===== config.mk =====
export PLATFORM = sky130hd
export DESIGN_NAME = ball_motion
export DESIGN_NICKNAME = d
export VERILOG_FILES = /design/src/rtl/ball_pkg.sv /design/src/rtl/ball_axis_step.sv /design/src/rtl/ball_motion.sv
export SDC_FILE = /design/constraint.sdc
export NUM_CORES = 1
export LEC_CHECK = 0
export ABC_AREA = 1
export ABC_CLOCK_PERIOD_IN_PS = 17070
export CORE_UTILIZATION = 26
export DETAILED_ROUTE_END_ITERATION = 10
export GPL_TIMING_DRIVEN = 0
export PLACE_DENSITY = 0.49
export SLEW_MARGIN = 20
export SYNTH_ARGS = -nofsm -noshare
export SYNTH_HDL_FRONTEND = slang
export SYNTH_SLANG_ARGS = --single-unit

===== constraint.sdc =====
create_clock -name pixel_clk_in -period 17.07 [get_ports pixel_clk_in]
set_input_delay 3.414 -clock pixel_clk_in [delete_from_list [all_inputs] [get_ports pixel_clk_in]]
set_output_delay 3.414 -clock pixel_clk_in [all_outputs]
set_load 0.005 [all_outputs]

===== src/rtl/ball_pkg.sv =====
// Shared definitions for the ball motion engine: FSM states, fixed-point widths, ball radius.
package ball_pkg;

    localparam int FIX_FRAC_W  = 5;   // position / velocity fraction bits (1/32 px)
    localparam int TRIG_FRAC_W = 8;   // cos/sin magnitude fraction bits (256 = 1.0)
    localparam int BALL_R      = 3;   // ball radius in pixels

    typedef enum logic [2:0] {
        ST_IDLE   = 3'd0,
        ST_LOAD   = 3'd1,
        ST_MOVING = 3'd2,
        ST_UPDATE = 3'd3,
        ST_SUNK   = 3'd4
    } ball_state_e;

    function automatic int iabs(input int a);
        return (a < 0) ? -a : a;
    endfunction

endpackage


===== src/rtl/ball_axis_step.sv =====
// One axis of a frame update: integrate position, bounce off the walls, apply friction.
module ball_axis_step
    import ball_pkg::*;
#(
    parameter int LIMIT = 1280,
    parameter int DECEL = 1
) (
    input  logic [15:0]        i_pos,
    input  logic signed [15:0] i_vel,
    output logic [15:0]        o_pos,
    output logic signed [15:0] o_vel
);

    localparam logic signed [11:0] PX_LO   = 12'(BALL_R);
    localparam logic signed [11:0] PX_HI   = 12'(LIMIT - 5);
    localparam logic [15:0]        POS_LO  = 16'(BALL_R << FIX_FRAC_W);
    localparam logic [15:0]        POS_HI  = 16'((LIMIT - 5) << FIX_FRAC_W);
    localparam logic [16:0]        DECEL_U = 17'(DECEL);

    logic signed [16:0] w_sum;
    logic signed [11:0] w_px;
    logic signed [16:0] w_vel_b;
    logic [16:0]        w_mag;
    logic [16:0]        w_mag_f;

    assign w_sum = $signed({1'b0, i_pos}) + $signed({i_vel[15], i_vel});
    assign w_px  = w_sum[16:FIX_FRAC_W];

    always_comb begin
        o_pos   = w_sum[15:0];
        w_vel_b = {i_vel[15], i_vel};
        if (w_px < PX_LO) begin
            o_pos   = POS_LO;
            w_vel_b = -w_vel_b;
        end else if (w_px > PX_HI) begin
            o_pos   = POS_HI;
            w_vel_b = -w_vel_b;
        end
        // Friction acts on the magnitude so the direction never flips on its own.
        w_mag   = w_vel_b[16] ? unsigned'(-w_vel_b) : unsigned'(w_vel_b);
        w_mag_f = (w_mag > DECEL_U) ? (w_mag - DECEL_U) : 17'd0;
        o_vel   = 16'(w_vel_b[16] ? (17'd0 - w_mag_f) : w_mag_f);
    end

endmodule


===== src/rtl/ball_motion.sv =====
// Golf-ball motion engine: shot loading, per-frame integration with wall bounce and friction.
// Define BALL_HOLE_EN to enable hole capture (SUNK state); the default build never sinks.
module ball_motion
    import ball_pkg::*;
#(
    parameter int SCREEN_W       = 1280,
    parameter int SCREEN_H       = 720,
    parameter int START_X        = 160,
    parameter int START_Y        = 360,
    parameter int DECEL          = 1,
    parameter int HOLE_X         = 1100,
    parameter int HOLE_Y         = 360,
    parameter int HOLE_MAX_SPEED = 64
) (
    input  logic        pixel_clk_in,
    input  logic        rst_in,
    input  logic        frame_tick,
    input  logic        shoot_valid,
    output logic        shoot_ready,
    input  logic [7:0]  power,
    input  logic [15:0] cos_abs,
    input  logic [15:0] sin_abs,
    input  logic        cos_sign,
    input  logic        sin_sign,
    input  logic        reset_ball,
    output logic [15:0] ballx,
    output logic [15:0] bally,
    output logic        moving,
    output logic        in_hole,
    output logic [7:0]  stroke_count
);

    localparam logic [15:0] TEE_X = 16'(START_X << FIX_FRAC_W);
    localparam logic [15:0] TEE_Y = 16'(START_Y << FIX_FRAC_W);

    ball_state_e        r_state;
    logic               r_phase;
    logic               r_armed;
    logic [15:0]        r_pos      [2];
    logic signed [15:0] r_vel      [2];
    logic [15:0]        r_step_pos [2];
    logic signed [15:0] r_step_vel [2];
    logic [7:0]         r_strokes;
    logic               r_in_hole;
    logic [7:0]         r_power;
    logic [15:0]        r_cos_abs;
    logic [15:0]        r_sin_abs;
    logic               r_cos_sign;
    logic               r_sin_sign;

    logic [15:0]        w_step_pos   [2];
    logic signed [15:0] w_step_vel   [2];
    logic [15:0]        w_commit_pos [2];
    logic signed [15:0] w_commit_vel [2];
    logic               w_hole_hit;
    logic [23:0]        w_prod_x;
    logic [23:0]        w_prod_y;
    logic [15:0]        w_mag_x;
    logic [15:0]        w_mag_y;
    logic signed [15:0] w_load_vx;
    logic signed [15:0] w_load_vy;
    logic               w_accept;

    for (genvar gi = 0; gi < 2; gi++) begin : g_axis
        ball_axis_step #(
            .LIMIT (gi == 0 ? SCREEN_W : SCREEN_H),
            .DECEL (DECEL)
        ) u_step (
            .i_pos (r_pos[gi]),
            .i_vel (r_vel[gi]),
            .o_pos (w_step_pos[gi]),
            .o_vel (w_step_vel[gi])
        );
    end

    // Magnitudes above the signed range saturate rather than wrap into the wrong direction.
    assign w_prod_x  = 24'(r_power) * 24'(r_cos_abs);
    assign w_prod_y  = 24'(r_power) * 24'(r_sin_abs);
    assign w_mag_x   = w_prod_x[23] ? 16'h7FFF : w_prod_x[23:TRIG_FRAC_W];
    assign w_mag_y   = w_prod_y[23] ? 16'h7FFF : w_prod_y[23:TRIG_FRAC_W];
    assign w_load_vx = r_cos_sign ? w_mag_x : -w_mag_x;
    assign w_load_vy = r_sin_sign ? -w_mag_y : w_mag_y;

    assign shoot_ready  = (r_state == ST_IDLE) && r_armed;
    assign w_accept     = shoot_valid && shoot_ready;
    assign moving       = (r_state == ST_LOAD) || (r_state == ST_MOVING) || (r_state == ST_UPDATE);
    assign ballx        = r_pos[0];
    assign bally        = r_pos[1];
    assign in_hole      = r_in_hole;
    assign stroke_count = r_strokes;

`ifdef BALL_HOLE_EN
    localparam logic [15:0] HOLE_POS_X = 16'(HOLE_X << FIX_FRAC_W);
    localparam logic [15:0] HOLE_POS_Y = 16'(HOLE_Y << FIX_FRAC_W);

    int w_dx;
    int w_dy;
    int w_speed;

    assign w_dx       = int'(r_step_pos[0][15:FIX_FRAC_W]) - HOLE_X;
    assign w_dy       = int'(r_step_pos[1][15:FIX_FRAC_W]) - HOLE_Y;
    assign w_speed    = iabs(int'(r_step_vel[0])) + iabs(int'(r_step_vel[1]));
    assign w_hole_hit = (iabs(w_dx) <= BALL_R) && (iabs(w_dy) <= BALL_R) && (w_speed <= HOLE_MAX_SPEED);

    always_comb begin
        for (int i = 0; i < 2; i++) begin
            w_commit_pos[i] = r_step_pos[i];
            w_commit_vel[i] = r_step_vel[i];
        end
        if (w_hole_hit) begin
            w_commit_pos[0] = HOLE_POS_X;
            w_commit_pos[1] = HOLE_POS_Y;
            w_commit_vel[0] = '0;
            w_commit_vel[1] = '0;
        end
    end
`else
    assign w_hole_hit = 1'b0;

    always_comb begin
        for (int i = 0; i < 2; i++) begin
            w_commit_pos[i] = r_step_pos[i];
            w_commit_vel[i] = r_step_vel[i];
        end
    end
`endif

    always_ff @(posedge pixel_clk_in or posedge rst_in) begin
        if (rst_in) begin
            r_state    <= ST_IDLE;
            r_phase    <= 1'b0;
            r_armed    <= 1'b0;
            r_pos[0]   <= TEE_X;
            r_pos[1]   <= TEE_Y;
            for (int i = 0; i < 2; i++) begin
                r_vel[i]      <= '0;
                r_step_pos[i] <= '0;
                r_step_vel[i] <= '0;
            end
            r_strokes  <= '0;
            r_in_hole  <= 1'b0;
            r_power    <= '0;
            r_cos_abs  <= '0;
            r_sin_abs  <= '0;
            r_cos_sign <= 1'b0;
            r_sin_sign <= 1'b0;
        end else begin
            r_armed <= 1'b1;
            if (reset_ball) begin
                r_state   <= ST_IDLE;
                r_phase   <= 1'b0;
                r_pos[0]  <= TEE_X;
                r_pos[1]  <= TEE_Y;
                r_vel[0]  <= '0;
                r_vel[1]  <= '0;
                r_strokes <= '0;
                r_in_hole <= 1'b0;
            end else begin
                case (r_state)
                    ST_IDLE: begin
                        if (w_accept) begin
                            r_power    <= power;
                            r_cos_abs  <= cos_abs;
                            r_sin_abs  <= sin_abs;
                            r_cos_sign <= cos_sign;
                            r_sin_sign <= sin_sign;
                            if (r_strokes != 8'hFF)
                                r_strokes <= r_strokes + 8'd1;
                            r_state <= ST_LOAD;
                        end
                    end
                    ST_LOAD: begin
                        r_vel[0] <= w_load_vx;
                        r_vel[1] <= w_load_vy;
                        r_state  <= (w_load_vx == '0 && w_load_vy == '0) ? ST_IDLE : ST_MOVING;
                    end
                    ST_MOVING: begin
                        if (frame_tick) begin
                            r_state <= ST_UPDATE;
                            r_phase <= 1'b0;
                        end
                    end
                    ST_UPDATE: begin
                        // First cycle registers the step result; second commits both axes together.
                        if (!r_phase) begin
                            r_step_pos <= w_step_pos;
                            r_step_vel <= w_step_vel;
                            r_phase    <= 1'b1;
                        end else begin
                            r_phase <= 1'b0;
                            r_pos   <= w_commit_pos;
                            r_vel   <= w_commit_vel;
                            if (w_hole_hit) begin
                                r_in_hole <= 1'b1;
                                r_state   <= ST_SUNK;
                            end else if (w_commit_vel[0] == '0 && w_commit_vel[1] == '0) begin
                                r_state <= ST_IDLE;
                            end else begin
                                r_state <= ST_MOVING;
                            end
                        end
                    end
                    ST_SUNK: r_state <= ST_SUNK;
                    default: r_state <= ST_IDLE;
                endcase
            end
        end
    end

endmodule


==> results of run 1 <==
-- metal layers --
layer | up-vias | routed length, um | part of all wire, % | track usage, %
met4 | 0 | 1420 | 2.0 | 4.68
met5 | - | 0 | 0 | 0
met2 | 316 | 32000 | 46 | 27.3
li1 | 10279 | - | - | -
met1 | 9571 | 34000 | 49 | 22.5
met3 | 74 | 2200 | 3.2 | 1.85
-- synth_stat cells, types with 13 or more instances --
cell type	count	area [um2]
dfrtp_1	177	4430
nor2_2	19	119
nor2_1	211	792
o22ai_1	15	93.8
clkbuf_1	100	375
nand4_1	44	275
nand3b_1	13	97.6
o21ai_1	22	110
o21ai_0	133	666
ha_1	123	1540
nand3_1	210	1050
mux2_2	40	450
xnor2_1	21	184
xor2_1	87	762
nor3_1	32	160
nand2_1	924	3470
nand2_2	18	113
o211ai_1	20	150
a21oi_1	86	430
fa_1	168	3360
inv_1	662	2480
-- worst min-delay path, cell delays in order (launching register included) --
cell and delay, ps:
dfrtp_1 350, nand2_1 50, nand2_1 60
-- registers in the layout, indices dropped and copies added (netlist names) --
| signal | cells |
|---|---|
| r_sin_abs | 16 |
| r_vel | 32 |
| r_armed | 1 |
| r_phase | 1 |
| r_power | 8 |
| r_step_vel | 32 |
| r_step_pos | 32 |
| bally | 16 |
| r_cos_abs | 16 |
| ballx | 16 |
| r_sin_sign | 1 |
| stroke_count | 8 |
| r_cos_sign | 1 |
| r_state | 3 |
-- final cells by class --
type / instances / area (um2) / area share, %
clock inverter: 15 / 176 / 0.697
timing repair buffer: 90 / 936 / 3.70
multi-input combinational: 2286 / 14700 / 58.0
tap: 1144 / 1430 / 5.65
inverter: 673 / 2530 / 10.0
clock buffer: 17 / 425 / 1.68
antenna: 2 / 5.00 / 0.0198
buffer: 125 / 546 / 2.15
sequential: 183 / 4590 / 18.1
-- cell families after synthesis --
family                     after synthesis  synth area share (%)
adders and majority gates              291                  21.9
AOI/OAI and AO/OA                      329                  8.50
and+or+nand+nor                       1516                  29.0
xor gates and xnor gates               108                  4.23
muxes                                   40                  2.02
DFF                                    183                  20.5
other                                    2                0.0336
buffers and inverters                  798                  13.7
-- final timing paths --
check                            endpoint  slack [ps]
hold reg to reg            r_step_pos[24]         480
setup reg to reg               r_state[1]        9080
setup / recovery               r_state[1]        9080
max in group asynchronous   r_step_vel[8]       12670
hold / removal             r_step_pos[24]         480
min in group asynchronous    r_sin_abs[3]        3330
-- through the flow --
step	hold slack, ps	worst slack, ps	instances	cell area, um2	util, %
after floorplan	450	8690	3267	22300	-
after global placement	465	5180	4499	24700	29.0
after detailed placement	473	9150	4501	24700	29.0
after CTS	489	9110	4533	25300	29.7
after global routing	511	8490	4534	25300	29.7
final	485	9080	4535	25300	29.7
==> flow_summary.json, run 1 <==
{
  "maxCapViolations": 0,
  "numCtsBuffers": 17,
  "required_ps": 17430,
  "design.core.area_mm2": 0.0851,
  "mostFrequentLayoutCells": "nand2_1, inv_1, nor2_1, nand3_1, dfrtp_1",
  "h-tree-depth": 4,
  "worstPathMaxFanout": 10,
  "cp-end-kind": "register",
  "synth_ff_type": "dfrtp_1",
  "totalWireLength_mm": 69.7,
  "grt_max_degree": 92,
  "grt_pass1_vias": 20227,
  "ff2ff_path_depth": 41,
  "cp.arrival_ps": 8350,
  "crit_start": "r_power[7]",
  "clk_latency_ps": 490,
  "globalplace.congestion": 0.874,
  "cts.clk_slew.worst_paths_ps": 80,
  "path_buf_inv": 6,
  "cts_resized": 0,
  "worst_pin_slew_ps": 896,
  "min_path_cells": 2,
  "hold_buffers": 0,
  "min-delay-start": "r_step_pos[24]",
  "crit_cells": 41,
  "grt_pass1_wl_mm": 112,
  "vias": 20240,
  "status": "complete, no violations",
  "tns_ps": 0,
  "r2r-start": "r_power[7]",
  "post_cts_buffers": 0,
  "cts_tree": "built",
  "die_x_um": 295,
  "crit_top_cell": "nand2_1",
  "die_area_mm2": 0.0871,
  "synthArstFlopShare_pct": 100,
  "rsz0062_at_grt": "false",
  "ios": 90,
  "period_needed_ps": 7990,
  "drive_gt1_share_pct": 5.49,
  "ys_ff_latch": 183,
  "syn_area_mm2": 0.0223,
  "fmax_mhz": 125,
  "ys_types": 59,
  "die_h_um": 295,
  "crit_family": "simple AND/OR/NAND/NOR gates",
  "num-fill-cells": 9554,
  "post-route-period-util_pct": 46.8,
  "cp-start-kind": "register",
  "initial_core_util_pct": 26.2,
  "cpPeakStageDelay_ps": 630,
  "synthToLayoutAreaGrowth_pct": 13.4,
  "grt.overflow.total": 0,
  "post-route-drc-count": 0,
  "hold_violations": 0,
  "dr.pass1.iters": 7,
  "io_buffers": 88,
  "synth_nets": 3605,
  "min_path_type": "register to register",
  "final_common_cell": "nand2_1",
  "yosysWarnings": 0,
  "critPathKind": "register to register",
  "clock_path_buffers": 2,
  "grt_usage_pct": 16.5,
  "clock_skew_ps": 21.0,
  "ant_nets": 0,
  "cts-root-buf": "clkbuf_16",
  "final-setup-viol-count": 0,
  "dr.first_iter.drc_count": 1286,
  "avgSynthCellArea_um2": 6.84,
  "cts_num_sinks": 183,
  "synth_edf_count": 0,
  "num_rows": 107,
  "maxSlewViolCount": 0,
  "hpwl_mm": 56.7,
  "antenna_found_initial": 2,
  "num-nets-final": 3714,
  "wl_per_cell_um": 15.4,
  "postSynthCellCount": 3267,
  "synth_seq_area_share_pct": 20.5,
  "via_per_inst": 4.46,
  "cp_slowest_cell": "clkbuf_1",
  "timing.slew.headroom_pct": 40.2
}
Power of run 1 is left out: the tool's default activity adds up to more than one toggle a clock period on the data nets, which glitch-free logic cannot reach.
==> inputs of run 2 (changes only) <==
--- a/config.mk
+++ b/config.mk
@@ -6,7 +6,7 @@
 export NUM_CORES = 1
 export LEC_CHECK = 0
 export ABC_AREA = 1
-export ABC_CLOCK_PERIOD_IN_PS = 17070
+export ABC_CLOCK_PERIOD_IN_PS = 7750
 export CORE_UTILIZATION = 26
 export DETAILED_ROUTE_END_ITERATION = 10
 export GPL_TIMING_DRIVEN = 0
==> constraint.sdc (replaced) <==
create_clock -name pixel_clk_in -period 7.75 [get_ports pixel_clk_in]
set_input_delay 1.55 -clock pixel_clk_in [delete_from_list [all_inputs] [get_ports pixel_clk_in]]
set_output_delay 1.55 -clock pixel_clk_in [all_outputs]
set_load 0.005 [all_outputs]
==> flow_summary.json, run 2 (synthesis results as in run 1) <==
{
  "hold_violations": 0,
  "mostFrequentLayoutCells": "nand2_1, inv_1, nor2_1, nand3_1, dfrtp_1",
  "cp_slowest_cell": "fa_1",
  "grt_pass1_vias": 20227,
  "ios": 90,
  "grt_max_degree": 92,
  "cts_tree": "built",
  "clock_path_buffers": 2,
  "drive_gt1_share_pct": 6.20,
  "pre_cts_slack_ps": -167,
  "cts_num_sinks": 183,
  "hpwl_mm": 56.7,
  "die_area_mm2": 0.0871,
  "num-nets-final": 3713,
  "clk_latency_ps": 490,
  "timing.slew.headroom_pct": 46.9,
  "num_rows": 107,
  "io_buffers": 88,
  "antenna_found_initial": 2,
  "final-setup-viol-count": 0,
  "crit_top_cell": "nand2_1",
  "vias": 20274,
  "reg_top3": "r_step_pos (32), r_step_vel (32), r_vel (32)",
  "worst_pin_slew_ps": 794,
  "globalplace.congestion": 0.874,
  "h-tree-depth": 4,
  "setup_ws_ps": 547,
  "required_ps": 8120,
  "numCtsBuffers": 17,
  "rsz0062_at_grt": "false",
  "synthToLayoutAreaGrowth_pct": 13.6,
  "ant_nets": 0,
  "min_path_type": "register to register",
  "path_buf_inv": 6,
  "post-route-drc-count": 0,
  "cp.arrival_ps": 7570,
  "worstPathMaxFanout": 10,
  "crit_family": "adder cells",
  "grt.overflow.total": 0,
  "post-route-period-util_pct": 92.9,
  "die_h_um": 295,
  "fmax_mhz": 139,
  "cts.clk_slew.worst_paths_ps": 80,
  "cp-start-kind": "register",
  "grt_pass1_wl_mm": 112,
  "maxCapViolations": 0,
  "cp-end-kind": "register",
  "totalWireLength_mm": 69.7,
  "via_per_inst": 4.47,
  "wl_per_cell_um": 15.4,
  "num-fill-cells": 9559,
  "critPathKind": "register to register",
  "maxSlewViolCount": 0,
  "cpPeakStageDelay_ps": 540,
  "dr.first_iter.drc_count": 1305,
  "period_needed_ps": 7200,
  "die_x_um": 295,
  "design.core.area_mm2": 0.0851,
  "cts-root-buf": "clkbuf_16",
  "initial_core_util_pct": 26.2,
  "hold_buffers": 0,
  "clock_skew_ps": 22.3,
  "final_common_cell": "nand2_1",
  "dr.pass1.iters": 8,
  "status": "complete, no violations",
  "grt_usage_pct": 16.5
}
==> run 2: layout make-up <==
type	count	area, um2	area share [%]
Clock buffer	17	425	1.68
Sequential cell	183	4590	18.1
Tap cell	1144	1430	5.64
Inverter	673	2530	9.98
Multi-Input combinational cell	2286	14700	57.9
Antenna cell	2	5.00	0.0197
Clock inverter	15	176	0.695
Buffer	123	576	2.27
Timing Repair Buffer	91	943	3.72
==> run 2: what timing repair did <==
action	in CTS	in global routing
endpoints found under the setup margin	1	12
setup buffers	0	1
gates resized for setup	3	50
hold endpoints to repair	0	0
pin swaps	0	1
==> run 2: path summary, 6_finish.rpt <==
path / depth (start not counted) / startpoint / to / slack (ps)
max: 34 / r_power[5] / r_state[1] / 550
min: 2 / r_step_pos[26] / ballx[10] / 490
max reg2reg: 34 / r_power[5] / r_state[1] / 550
min reg2reg: 2 / r_step_pos[26] / ballx[10] / 490
max in group asynchronous: 4 / rst_in / r_step_vel[13] / 5220
min in group asynchronous: 2 / rst_in / r_sin_abs[3] / 1460
==> run 2: metrics by stage <==
step | std cells | instance area, um2 | hold WS (ps) | setup TNS, ps | util (%)
6_report | 4534 | 25400 | 490 | 0 | 29.8
5_1_grt | 4533 | 25400 | 511 | 0 | 29.8
2_1_floorplan | 3267 | 22300 | 450 | 0 | -
3_5_place_dp | 4501 | 24700 | 473 | -167 | 29.0
3_3_place_gp | 4499 | 24700 | 465 | -395550 | 29.0
4_1_cts | 4533 | 25300 | 489 | 0 | 29.7
==> run 2: tightest hold or removal path, stage by stage (launching register included) <==
cell	delay, ps
dfrtp_1	360
inv_1	60
a31oi_1	80
==> run 2: routing by layer <==
layer	share of wire, %	vias up	track usage (%)	routed length, um
met5	0	-	0	0
met3	3.0	82	1.85	2100
met1	49	9611	22.5	34100
met2	46	309	27.3	32000
li1	-	10272	-	-
met4	2.1	0	4.68	1470
Power of run 2 is left out for the same reason.
==> inputs of run 3 (changes only) <==
--- a/config.mk
+++ b/config.mk
@@ -6,11 +6,11 @@
 export NUM_CORES = 1
 export LEC_CHECK = 0
 export ABC_AREA = 1
-export ABC_CLOCK_PERIOD_IN_PS = 7750
+export ABC_CLOCK_PERIOD_IN_PS = 5900
 export CORE_UTILIZATION = 26
 export DETAILED_ROUTE_END_ITERATION = 10
 export GPL_TIMING_DRIVEN = 0
-export PLACE_DENSITY = 0.49
+export PLACE_DENSITY = 0.5
 export SLEW_MARGIN = 20
 export SYNTH_ARGS = -nofsm -noshare
 export SYNTH_HDL_FRONTEND = slang
==> constraint.sdc (replaced) <==
create_clock -name pixel_clk_in -period 5.9 [get_ports pixel_clk_in]
set_input_delay 1.18 -clock pixel_clk_in [delete_from_list [all_inputs] [get_ports pixel_clk_in]]
set_output_delay 1.18 -clock pixel_clk_in [all_outputs]
set_load 0.005 [all_outputs]
==> flow_summary.json, run 3 (synthesis results as in run 1) <==
{
  "status": "complete, but fails checks",
  "violations": "negative setup slack",
  "die_h_um": 295,
  "num_rows": 107,
  "final_common_cell": "nand2_1",
  "antenna_found_initial": 2,
  "wl_per_cell_um": 15.5,
  "dp.cells": 4505,
  "timing.slew.headroom_pct": 43.8,
  "synthToLayoutAreaGrowth_pct": 24.0,
  "tns_ps": -3040,
  "die_area_mm2": 0.0871,
  "cp.arrival_ps": 6760,
  "clock_skew_ps": 24.5,
  "mostFrequentLayoutCells": "nand2_1, inv_1, nand3_1, nor2_1, dfrtp_1",
  "num-fill-cells": 9298,
  "cp-end-kind": "register",
  "grt_usage_pct": 16.7,
  "globalplace.congestion": 0.876,
  "rsz0062_at_grt": "true",
  "maxSlewViolCount": 0,
  "required_ps": 6270,
  "grt_pass1_wl_mm": 114,
  "h-tree-depth": 4,
  "cts-root-buf": "clkbuf_16",
  "hpwl_mm": 56.6,
  "cts_tree": "built",
  "critPathKind": "register to register",
  "io_buffers": 88,
  "stdcell_count": 4613,
  "worst_pin_slew_ps": 842,
  "worstPathMaxFanout": 5,
  "post-route-period-util_pct": 108,
  "clock_path_buffers": 2,
  "drive_gt1_share_pct": 16.0,
  "ant_nets": 0,
  "cp_slowest_cell": "fa_2",
  "dr.pass1.iters": 7,
  "setup_ws_ps": -498,
  "final-setup-viol-count": 18,
  "fmax_mhz": 156,
  "numCtsBuffers": 17,
  "num-nets-final": 3793,
  "multiInputGateArea_mm2": 0.0159,
  "post-route-drc-count": 0,
  "crit_top_cell": "nand2_2",
  "hold_ws_ps": 492,
  "clk_latency_ps": 500,
  "grt_max_degree": 31,
  "initial_core_util_pct": 26.2,
  "reg_top3": "r_step_pos (32), r_step_vel (32), r_vel (32)",
  "totalWireLength_mm": 71.6,
  "cts_num_sinks": 183,
  "period_needed_ps": 6400,
  "cpPeakStageDelay_ps": 590,
  "dr.first_iter.drc_count": 1370,
  "grt_pass1_vias": 20495,
  "die_x_um": 295,
  "cts.clk_slew.worst_paths_ps": 80,
  "via_per_inst": 4.51,
  "vias": 20813,
  "cp-start-kind": "register",
  "design.core.area_mm2": 0.0851,
  "ios": 90,
  "hold_violations": 0,
  "min_path_type": "register to register",
  "seqCellArea_mm2": 0.00460,
  "maxCapViolations": 0,
  "grt.overflow.total": 0
}
-- run 3: area by class of cell --
class,count,share of cell area (%)
timing repair buffer,198,6.72
inverter,673,9.14
sequential,183,16.6
antenna,1,0.00903
multi-input combinational,2287,57.5
clock inverter,15,0.727
buffer,95,2.61
clock buffer,17,1.54
tap,1144,5.17
-- run 3: metrics by stage --
| step | area [um2] | util (%) | worst slack [ps] |
|---|---|---|---|
| 5_1_grt | 27700 | 32.5 | -860 |
| 2_1_floorplan | 22400 | - | -237 |
| 3_5_place_dp | 24800 | 29.1 | -1670 |
| 3_3_place_gp | 24700 | 29.0 | -1670 |
| 4_1_cts | 26900 | 31.6 | -378 |
| 6_report | 27700 | 32.5 | -498 |
-- run 3: repair_timing --
action | CTS | global route
pin swaps | 112 | 57
endpoints found under the setup margin | 54 | 49
hold endpoints to repair | 0 | 0
cloned | 2 | 1
buffers inserted | 72 | 35
hold buffers | 0 | 0
gates resized for setup | 250 | 156
-- run 3: worst paths after layout --
| path | start | endpoint | slack, ps | cells past startpoint |
|---|---|---|---|---|
| hold / removal | r_step_pos[26] | ballx[10] | 490 | 2 |
| min in group asynchronous | rst_in | stroke_count[2] | 1130 | 2 |
| setup reg to reg | r_power[2] | r_state[1] | -500 | 38 |
| hold reg to reg | r_step_pos[26] | ballx[10] | 490 | 2 |
| setup / recovery | r_power[2] | r_state[1] | -500 | 38 |
| max in group asynchronous | rst_in | bally[11] | 3690 | 5 |
-- run 3: per-layer routing --
layer	share of wire, %	wire [um]	GRT usage, %
met3	3.5	2530	1.65
met1	48	34000	22.9
met2	47	33700	28.1
met5	0	0	0
met4	1.9	1350	4.30
-- run 3: critical path, delay by kind of cell (launching register included) --
kind,cells,cell delay (ps)
fa+ha+maj,6,2490
simple gates,24,2190
compound gates,3,580
buf+inv,5,520
flops,1,480
Power of run 3 is left out for the same reason.
